==> config.mk <==
export PLATFORM = sky130hd
export DESIGN_NAME = exec_unit
export DESIGN_NICKNAME = d
export VERILOG_FILES = /design/src/rtl/exec_pkg.sv /design/src/rtl/exec_div.sv /design/src/rtl/exec_unit.sv
export SDC_FILE = /design/constraint.sdc
export NUM_CORES = 2
export LEC_CHECK = 0
export CAP_MARGIN = 15
export CORE_MARGIN = 4
export CORE_UTILIZATION = 45
export DETAILED_ROUTE_END_ITERATION = 8
export GPL_ROUTABILITY_DRIVEN = 0
export PLACE_DENSITY = 0.63
export SLEW_MARGIN = 20
export SYNTH_ARGS = -nofsm -noshare
export SYNTH_HDL_FRONTEND = slang
export SYNTH_SLANG_ARGS = --single-unit
==> constraint.sdc <==
create_clock -name i_clk -period 17.1 [get_ports i_clk]
set_clock_uncertainty 0.15 [all_clocks]
set_input_delay 2.565 -clock i_clk [delete_from_list [all_inputs] [get_ports i_clk]]
set_output_delay 2.565 -clock i_clk [all_outputs]
set_load 0.01 [all_outputs]
==> src/rtl/exec_pkg.sv <==
// rtl/exec_pkg.sv - shared encodings, FSM state and op-decode helpers for exec_unit
package exec_pkg;

    localparam int XLEN_DEFAULT = 32;

    localparam logic [3:0] OP_ADD  = 4'b0000;
    localparam logic [3:0] OP_SLL  = 4'b0001;
    localparam logic [3:0] OP_SLT  = 4'b0010;
    localparam logic [3:0] OP_SLTU = 4'b0011;
    localparam logic [3:0] OP_XOR  = 4'b0100;
    localparam logic [3:0] OP_SRL  = 4'b0101;
    localparam logic [3:0] OP_OR   = 4'b0110;
    localparam logic [3:0] OP_AND  = 4'b0111;
    localparam logic [3:0] OP_SUB  = 4'b1000;
    localparam logic [3:0] OP_SRA  = 4'b1101;
    localparam logic [3:0] OP_BNE  = 4'b1111;
    localparam logic [3:0] OP_BLT  = 4'b1100;
    localparam logic [3:0] OP_BGE  = 4'b1011;
    localparam logic [3:0] OP_BLTU = 4'b1010;
    localparam logic [3:0] OP_BGEU = 4'b1001;

    localparam logic [2:0] M_MUL    = 3'b000;
    localparam logic [2:0] M_MULH   = 3'b001;
    localparam logic [2:0] M_MULHSU = 3'b010;
    localparam logic [2:0] M_MULHU  = 3'b011;
    localparam logic [2:0] M_DIV    = 3'b100;
    localparam logic [2:0] M_DIVU   = 3'b101;
    localparam logic [2:0] M_REM    = 3'b110;
    localparam logic [2:0] M_REMU   = 3'b111;

    typedef enum logic [1:0] {
        ST_IDLE = 2'd0,
        ST_MUL  = 2'd1,
        ST_DIV  = 2'd2
    } state_t;

    function automatic logic is_mext(input logic [4:0] op);
        return op[4];
    endfunction

    function automatic logic is_branch(input logic [4:0] op);
        return !op[4] && op[3] && (op[2:0] != 3'b000) && (op[2:0] != 3'b101)
               && (op[2:0] != 3'b110);
    endfunction

    function automatic logic is_divop(input logic [4:0] op);
        return op[4] && op[2];
    endfunction

endpackage

==> src/rtl/exec_div.sv <==
// rtl/exec_div.sv - serial restoring unsigned divider, one quotient bit per cycle
module exec_div #(
    parameter int XLEN = 32
) (
    input  logic            clk,
    input  logic            rst,
    input  logic            start,
    input  logic            abort,
    input  logic [XLEN-1:0] dividend,
    input  logic [XLEN-1:0] divisor,
    output logic            done,
    output logic [XLEN-1:0] quotient,
    output logic [XLEN-1:0] remainder
);
    localparam int CW = $clog2(XLEN) + 1;

    logic [XLEN-1:0] rem_q, quo_q, dsr_q;
    logic [XLEN-1:0] rem_in, quo_in, dsr_in;
    logic [XLEN:0]   shifted;
    logic            ge;
    logic [CW-1:0]   cnt_q;

    // The start cycle already performs the first step, so XLEN steps end one
    // cycle earlier and the caller can register the result on the last step.
    always_comb begin
        rem_in    = start ? '0 : rem_q;
        quo_in    = start ? dividend : quo_q;
        dsr_in    = start ? divisor : dsr_q;
        shifted   = {rem_in, quo_in[XLEN-1]};
        ge        = shifted >= {1'b0, dsr_in};
        remainder = ge ? (shifted[XLEN-1:0] - dsr_in) : shifted[XLEN-1:0];
        quotient  = {quo_in[XLEN-2:0], ge};
    end

    assign done = (cnt_q == CW'(1));

    always_ff @(posedge clk) begin
        if (rst || abort) begin
            cnt_q <= '0;
        end else if (start) begin
            cnt_q <= CW'(XLEN - 1);
        end else if (cnt_q != '0) begin
            cnt_q <= cnt_q - CW'(1);
        end
    end

    always_ff @(posedge clk) begin
        if (start || (cnt_q != '0)) begin
            rem_q <= remainder;
            quo_q <= quotient;
            dsr_q <= dsr_in;
        end
    end

endmodule

==> src/rtl/exec_unit.sv <==
// rtl/exec_unit.sv - execute stage: single-cycle ALU/branch compare plus M-extension
module exec_unit
    import exec_pkg::*;
#(
    parameter  int XLEN = XLEN_DEFAULT,
    localparam int SHW  = $clog2(XLEN)
) (
    input  logic            i_clk,
    input  logic            i_rst,
    input  logic            i_valid,
    output logic            o_ready,
    input  logic [4:0]      i_op,
    input  logic [XLEN-1:0] i_input_a,
    input  logic [XLEN-1:0] i_input_b,
    input  logic            i_kill,
    output logic            o_valid,
    output logic [XLEN-1:0] o_result,
    output logic            o_zero
);
    state_t state_q, state_d;

    logic            accept;
    logic [XLEN-1:0] alu_res, arith_res;
    logic            taken, lt_s, lt_u;
    logic [SHW-1:0]  shamt;

    logic            div_zero, div_ovf, div_special, a_neg, b_neg;
    logic [XLEN-1:0] special_res, mag_a, mag_b;
    logic            div_done;
    logic [XLEN-1:0] div_quo, div_rem, div_res;

    logic [XLEN-1:0]   a_q, b_q;
    logic [2:0]        mop_q;
    logic              neg_quo_q, neg_rem_q, rem_op_q;
    logic              mul_sa, mul_sb;
    logic [2*XLEN-1:0] ext_a, ext_b, prod;
    logic [XLEN-1:0]   mul_res;

    assign accept = i_valid && o_ready && !i_kill;
    assign o_zero = (o_result == '0);

    always_comb begin
        shamt = i_input_b[SHW-1:0];
        lt_s  = $signed(i_input_a) < $signed(i_input_b);
        lt_u  = i_input_a < i_input_b;
        case (i_op[3:0])
            OP_ADD:  arith_res = i_input_a + i_input_b;
            OP_SUB:  arith_res = i_input_a - i_input_b;
            OP_SLL:  arith_res = i_input_a << shamt;
            OP_SRL:  arith_res = i_input_a >> shamt;
            OP_SRA:  arith_res = $signed(i_input_a) >>> shamt;
            OP_SLT:  arith_res = XLEN'(lt_s);
            OP_SLTU: arith_res = XLEN'(lt_u);
            OP_XOR:  arith_res = i_input_a ^ i_input_b;
            OP_OR:   arith_res = i_input_a | i_input_b;
            OP_AND:  arith_res = i_input_a & i_input_b;
            default: arith_res = '0;
        endcase
        case (i_op[3:0])
            OP_BNE:  taken = (i_input_a != i_input_b);
            OP_BLT:  taken = lt_s;
            OP_BGE:  taken = !lt_s;
            OP_BLTU: taken = lt_u;
            OP_BGEU: taken = !lt_u;
            default: taken = 1'b0;
        endcase
        // Branches report 0 when taken so o_zero doubles as the take signal.
        alu_res = is_branch(i_op) ? XLEN'(!taken) : arith_res;
    end

    always_comb begin
        div_zero    = (i_input_b == '0);
        div_ovf     = !i_op[0] && (i_input_a == {1'b1, {(XLEN-1){1'b0}}}) && (&i_input_b);
        div_special = is_divop(i_op) && (div_zero || div_ovf);
        if (i_op[1])
            special_res = div_zero ? i_input_a : '0;
        else
            special_res = div_zero ? '1 : i_input_a;
        a_neg = !i_op[0] && i_input_a[XLEN-1];
        b_neg = !i_op[0] && i_input_b[XLEN-1];
        mag_a = a_neg ? -i_input_a : i_input_a;
        mag_b = b_neg ? -i_input_b : i_input_b;
    end

    exec_div #(.XLEN(XLEN)) u_div (
        .clk       (i_clk),
        .rst       (i_rst),
        .start     (accept && is_divop(i_op) && !div_special),
        .abort     (i_kill),
        .dividend  (mag_a),
        .divisor   (mag_b),
        .done      (div_done),
        .quotient  (div_quo),
        .remainder (div_rem)
    );

    always_comb begin
        if (rem_op_q)
            div_res = neg_rem_q ? -div_rem : div_rem;
        else
            div_res = neg_quo_q ? -div_quo : div_quo;
        mul_sa  = (mop_q == M_MULH) || (mop_q == M_MULHSU);
        mul_sb  = (mop_q == M_MULH);
        ext_a   = {{XLEN{mul_sa && a_q[XLEN-1]}}, a_q};
        ext_b   = {{XLEN{mul_sb && b_q[XLEN-1]}}, b_q};
        prod    = ext_a * ext_b;
        mul_res = (mop_q == M_MUL) ? prod[XLEN-1:0] : prod[2*XLEN-1:XLEN];
    end

    always_ff @(posedge i_clk) begin
        if (i_rst)
            state_q <= ST_IDLE;
        else
            state_q <= state_d;
    end

    always_comb begin
        state_d = state_q;
        case (state_q)
            ST_IDLE: begin
                if (accept && is_mext(i_op)) begin
                    if (!is_divop(i_op))
                        state_d = ST_MUL;
                    else if (!div_special)
                        state_d = ST_DIV;
                end
            end
            ST_MUL:  state_d = ST_IDLE;
            ST_DIV:  if (i_kill || div_done) state_d = ST_IDLE;
            default: state_d = ST_IDLE;
        endcase
    end

    always_comb begin
        o_ready = (state_q == ST_IDLE);
    end

    always_ff @(posedge i_clk) begin
        if (i_rst) begin
            o_valid  <= 1'b0;
            o_result <= '0;
        end else begin
            o_valid <= 1'b0;
            case (state_q)
                ST_IDLE: begin
                    if (accept && !is_mext(i_op)) begin
                        o_result <= alu_res;
                        o_valid  <= 1'b1;
                    end else if (accept && div_special) begin
                        o_result <= special_res;
                        o_valid  <= 1'b1;
                    end
                end
                ST_MUL: begin
                    if (!i_kill) begin
                        o_result <= mul_res;
                        o_valid  <= 1'b1;
                    end
                end
                ST_DIV: begin
                    if (!i_kill && div_done) begin
                        o_result <= div_res;
                        o_valid  <= 1'b1;
                    end
                end
                default: ;
            endcase
        end
    end

    always_ff @(posedge i_clk) begin
        if (accept) begin
            a_q       <= i_input_a;
            b_q       <= i_input_b;
            mop_q     <= i_op[2:0];
            neg_quo_q <= a_neg ^ b_neg;
            neg_rem_q <= a_neg;
            rem_op_q  <= i_op[1];
        end
    end

endmodule

==> impl_metrics.env <==
export IMPL_grt_max_degree=71
export IMPL_finalSetupViolations=0
export IMPL_synth_area_um2=61380
export IMPL_layout_commonest_cell="inv_1"
export IMPL_hold_viol_final=0
export IMPL_critPathMostFrequentCell="inv_1"
export IMPL_die_w_um=377.3
export IMPL_final_nets=8627
export IMPL_grtUsageTotal_pct=30.73
export IMPL_holdPathEnd="o_result[9]"
export IMPL_synthArstFlopShare_pct=0
export IMPL_ant_nets=0
export IMPL_cts_tree="built"
export IMPL_hold_path_class="reg2reg"
export IMPL_tightest_slew_ns=1.212
export IMPL_clk_latency_ns=0.61
export IMPL_htree_levels=1
export IMPL_slew_viol_final=0
export IMPL_grt_pass1_vias=54920
export IMPL_io_buffer_count=107
export IMPL_cp_slowest_cell="or4_4"
export IMPL_io_pins=108
export IMPL_ys_ff_latch=206
export IMPL_worstReg2RegStart="mop_q[0]"
export IMPL_grt_overflow_total=0
export IMPL_synth_edff_count=165
export IMPL_crit_fanout=63
export IMPL_r2r_end="o_result[27]"
export IMPL_wl_mm=218.5
export IMPL_cp_data_arrival_time_ns=12.61
export IMPL_antenna_found_initial=28
export IMPL_grt_pass1_wl_mm=333.7
export IMPL_worst_r2r_cell_count=28
export IMPL_ys_flop_type="edfxtp_1"
export IMPL_final_setup_tns_ns=0
export IMPL_finalNonFillerCells=8886
export IMPL_path_class="in2reg"
export IMPL_synth_seq_area_share_pct=9.409
export IMPL_required_ns=17.42
export IMPL_netlist_instances=7230
export IMPL_synth_cell_types=97
export IMPL_rsz0062_at_grt="false"
export IMPL_min_period_over_period_pct=71.86
export IMPL_r2r_slack_ns=6.39
export IMPL_vias=53540
export IMPL_critPathTopFamily="simple AND/OR/NAND/NOR gates"
export IMPL_die_area_um2=142400
export IMPL_cts_setup_buffers=0
export IMPL_hp_start="o_result[9]"
export IMPL_dp_cells=8825
export IMPL_hold_buffers=0
export IMPL_critPathBufInv=8
export IMPL_status="finished clean"
export IMPL_most_common_layout_cells="inv_1, fa_1, nand2_1, nor2_1, and2_1"
export IMPL_max_cap_violations=0
export IMPL_fp_dieH_um=377.3
export IMPL_fillerInstances=13180
export IMPL_layout_drive_gt1_share_pct=4.695
export IMPL_core_um2=135500
export IMPL_cts_num_sinks=206
export IMPL_period_needed_ns=12.29
export IMPL_cts_path_max_buffers=3
export IMPL_rows=135
export IMPL_routed_via_density=6.025
export IMPL_syn_to_final_growth_pct=6.056
export IMPL_cts_inserted_buffers=25
export IMPL_slowest_delay_ns=0.67
export IMPL_drcViolationCount=0
export IMPL_dp_hpwl_mm=169.8
export IMPL_whs_ns=0.3406
export IMPL_relSlewSlack_pct=18.61
export IMPL_syn_avg_cell_area_um2=8.490
export IMPL_yosysWarnings=0
export IMPL_worstSetupEndpointType="flip-flop"
export IMPL_ctsResizeCount=0
export IMPL_drt_iter0_markers=5814
export IMPL_cts_root_buf="clkbuf_16"
export IMPL_clkTransAtPathRegs_ns=0.07
export IMPL_fmax_mhz=81.38
export IMPL_start_kind="primary input"
export IMPL_wl_per_cell_um=24.58
export IMPL_initial_core_util_pct=45.31
export IMPL_holdPathStages=2
export IMPL_synth_nets=8784
export IMPL_firstDrtPassIters=7
-- flip-flops by register name, summed over array words and instances, names as in the netlist --
register     cells
a_q             32
b_q             32
mop_q            3
neg_quo_q        1
neg_rem_q        1
o_result        32
o_valid          1
state_q          2
u_div.cnt_q      6
u_div.dsr_q     32
u_div.quo_q     32
u_div.rem_q     32
-- worst max-delay path by stage --
stage	startpoint	to	slack, ns	depth (start not counted)
after detailed placement	i_input_a[1]	o_result[30]	4.57	32
after global routing	i_input_a[1]	o_result[30]	4.22	32
final	i_input_a[1]	o_result[30]	4.81	32
after CTS	i_input_a[1]	o_result[30]	5.16	32
after global placement	i_input_a[1]	o_result[30]	4.74	32
after floorplan	i_valid	o_result[30]	3.89	36
-- cells in the mapped netlist, drive strengths merged, types with 33 or more instances --
master     n  area [um^2]
inv     1335         5011
fa      1128        22580
nand2   1086         4079
clkbuf   375         1408
nor2     367         1378
and2     356         2227
ha       353         4417
a21oi    318         1603
o21ai    263         1316
edfxtp   165         4955
xnor2    151         1323
nor3     101        510.5
mux2i     74        740.7
nand3     72        360.4
a21o      61        457.9
nor4      60        424.2
buf       57        259.0
xor2      57        499.2
a31oi     53        331.6
mux4      45         1013
nand4     43        275.3
dfxtp     41        820.8
a221oi    40        356.6
and3      37        231.5
o211ai    36        270.3
a211oi    33        252.7
-- through the flow --
step	area, um^2	setup slack [ns]	utilization (%)
3_3_place_gp	64130	4.742	47.34
6_report	65100	4.812	48.06
3_5_place_dp	64140	4.571	47.34
4_1_cts	65000	5.162	47.99
2_1_floorplan	61380	3.887	-
5_1_grt	65080	4.223	48.04
-- worst min-delay path: stages (launching register included) --
cell and delay, ns:
dfxtp_1 0.33, nand2_1 0.06, a21oi_1 0.05
-- final cells by class --
cell class,instances,area [um^2],share of cell area (%)
well taps,1781,2228,3.423
inverters,1339,5026,7.721
diodes,13,32.53,0.04997
clock inverters,14,100.1,0.1538
repair buffers,248,2140,3.287
clock buffers,32,768.2,1.180
multi-input cells,5253,49030,75.31
flip-flops and latches,206,5776,8.872
-- cell families after synthesis --
kind of cell	Yosys count	share of synthesized area [%]
compound gates	1136	12.10
xor+xnor	208	2.968
fa+ha+maj	1481	43.98
buf+inv	1771	10.90
flops	206	9.409
mux	145	3.335
simple gates	2283	17.30
-- layer usage --
metal,track usage (%),wire (um),up-vias,part of all wire [%]
met4,17.18,15840,14,7.3
met2,48.18,96600,3004,44
li1,-,-,22820,-
met5,0,92,-,0.042
met1,38.18,81420,26890,37
met3,8.877,24500,811,11
Power is not shown: default switching activity piles up to over one toggle a cycle in this logic, so the estimate is an artifact.
==> edit (same flow settings) <==
The package constant `XLEN_DEFAULT` goes from 32 to 16.
--- a/src/rtl/exec_pkg.sv
+++ b/src/rtl/exec_pkg.sv
@@ -1,7 +1,7 @@
 // rtl/exec_pkg.sv - shared encodings, FSM state and op-decode helpers for exec_unit
 package exec_pkg;
 
-    localparam int XLEN_DEFAULT = 32;
+    localparam int XLEN_DEFAULT = 16;
 
     localparam logic [3:0] OP_ADD  = 4'b0000;
     localparam logic [3:0] OP_SLL  = 4'b0001;
Ports: changed (resized i_input_a, i_input_b and o_result); port bits go from 108 to 60. No check against the original RTL was run, so the function may have changed too.
==> edit against the unedited design <==
Synthesized area down 64%; final cell count down 63%; worst setup slack better by 2100 ps; final area down 63%; wire length down 67%; sequential cell count down 97; count of clock-buffer cells in the layout down 23.
Power is left out: it rests on default switching activity, and per cell area and clock period it moved more than threefold.
==> edit: results (changes against the unedited design) <==
{
  "status": {
    "run_status": "completed"
  },
  "clock_tree": {
    "cts_buf_count": {"value": 9, "change": "-64%"},
    "clock_insertion_delay_worst_skew": {"value": 360, "unit": "ps", "change": "-250 ps"},
    "post_cts.repair.setup_buffers": {"value": 0, "change": "unchanged"},
    "max-clock-path-buffers": {"value": 2, "change": "-1"},
    "clockRootBuffer": "sky130_fd_sc_hd__clkbuf_16",
    "cts_htree_levels": {"value": 3, "change": "+2"}
  },
  "timing": {
    "timing.slew.headroom": {"value": 33.29, "unit": "%", "change": "+15 points"}
  },
  "detailed_routing": {
    "first_iter_violations": {"value": 2342, "change": "-60%"},
    "routedWlPerCell": {"value": 22.00, "unit": "µm", "change": "-11%"},
    "routed_via_density": {"value": 6.048, "change": "+0.39%"}
  },
  "placed_design": {
    "detailed_place_hpwl": {"value": 56910, "unit": "µm", "change": "-66%"},
    "portBuffers": {"value": 59, "change": "-45%"}
  },
  "logic_synthesis": {
    "ys_seq_area_share": {"value": 13.57, "unit": "%", "change": "+4.2 points"},
    "post_synth_fa_ha_maj_area_fraction": {"value": 34.37, "unit": "%", "change": "-9.6 points"},
    "synth_top_cells_by_area": "sky130_fd_sc_hd__fa_1 26%, sky130_fd_sc_hd__edfxtp_1 11%, sky130_fd_sc_hd__ha_1 8.8%, sky130_fd_sc_hd__inv_1 6.6%, sky130_fd_sc_hd__nand2_1 5.0%",
    "synth_nets": {"value": 3163, "change": "-64%"},
    "synth_cell_type_count": {"value": 93, "change": "-4.1%"},
    "muxShareOfSynthArea": {"value": 3.672, "unit": "%", "change": "+0.34 points"},
    "edff_count_synth": {"value": 85, "change": "-48%"},
    "share_of_the_synthesized_area_in_compound_gates_ao_oa_aoi_oai": {"value": 16.18, "unit": "%", "change": "+4.1 points"},
    "yosys.area_share.xor_xnor": {"value": 3.958, "unit": "%", "change": "+0.99 points"}
  },
  "grt": {
    "grt_max_degree": {"value": 50, "change": "-30%"},
    "total_global_routing_track_utilization": {"value": 27.08, "unit": "%", "change": "-3.7 points"},
    "grt_pass1_wl": {"value": 114300, "unit": "µm", "change": "-66%"},
    "grt_pass1_vias": {"value": 19890, "change": "-64%"},
    "grt_antenna_before_repair": {"value": 2, "change": "-93%"}
  },
  "setup_path": {
    "worst-r2r-cell-count": {"value": 21, "change": "-25%"},
    "cp.arrival": {"value": 10310, "unit": "ps", "change": "-2300 ps"},
    "critPathMaxStageDelay": {"value": 690, "unit": "ps", "change": "+20 ps"},
    "highest_fanout_seen_on_the_critical_path": {"value": 47, "change": "-25%"},
    "critPathSlowestCell": "sky130_fd_sc_hd__and2_1"
  },
  "final_layout": {
    "finalNetCount": {"value": 3124, "change": "-64%"},
    "nFillCells": {"value": 4816, "change": "-63%"}
  }
}
## edit: cell count changes in the layout (fill, tap and decap cells not counted), sizes merged, moves of 80 or more
cell / before / now
edfxtp: 165 / 85
nand2: 1086 / 298
and2: 356 / 158
nor2: 367 / 180
o21ai: 263 / 113
buf: 146 / 39
ha: 353 / 158
fa: 1128 / 285
inv: 1337 / 396
a21oi: 318 / 154
## edit: worst paths after layout
kind | start | end
max reg2reg | mop_q[1] | o_result[9]
min | u_div.cnt_q[4] | u_div.cnt_q[4]
max | i_input_b[1] | o_result[10]
min reg2reg | u_div.cnt_q[4] | u_div.cnt_q[4]
## edit: per-stage QoR
step                instance area [µm²]  std cells  setup WS, ps  util (%)
detailed placement                23460       3293          6716     47.82
floorplan                         22350       2679          7443         -
global placement                  23460       3293          6938     47.82
CTS                               23770       3309          7113     48.45
global route                      23770       3309          6324     48.45
finish                            23770       3310          6901     48.46
## edit: critical path, delay by kind of cell
family | cells | cell delay, ps
fa+ha+maj | 3 | 980
simple gates | 13 | 3340
buf+inv | 7 | 1830
xor+xnor | 1 | 200
mux | 1 | 330
compound gates | 4 | 1010
## edit: metal layers
metal	vias to the layer above	global-route usage (%)	share of wire (%)
met5	-	0	0.018
met3	231	5.022	9.6
li1	8890	-	-
met1	9826	36.06	40
met2	1070	44.07	46
met4	2	10.22	4.4
## edit: final cells by class
type,count,share of cell area [%]
Multi-Input combinational cell,2029,72.58
Sequential cell,109,12.76
Clock inverter,7,0.3632
Antenna cell,1,0.01053
Inverter,395,6.237
Clock buffer,9,0.9475
Timing Repair Buffer,96,3.611
Tap cell,664,3.495
## edit: cell families (layout without fill, tap and decap cells)
kind of cell	Yosys count	after routing
other cells	0	1
compound gates	549	549
simple gates	870	870
mux	66	66
buf+inv	541	507
xor+xnor	101	101
fa+ha+maj	443	443
flops	109	109
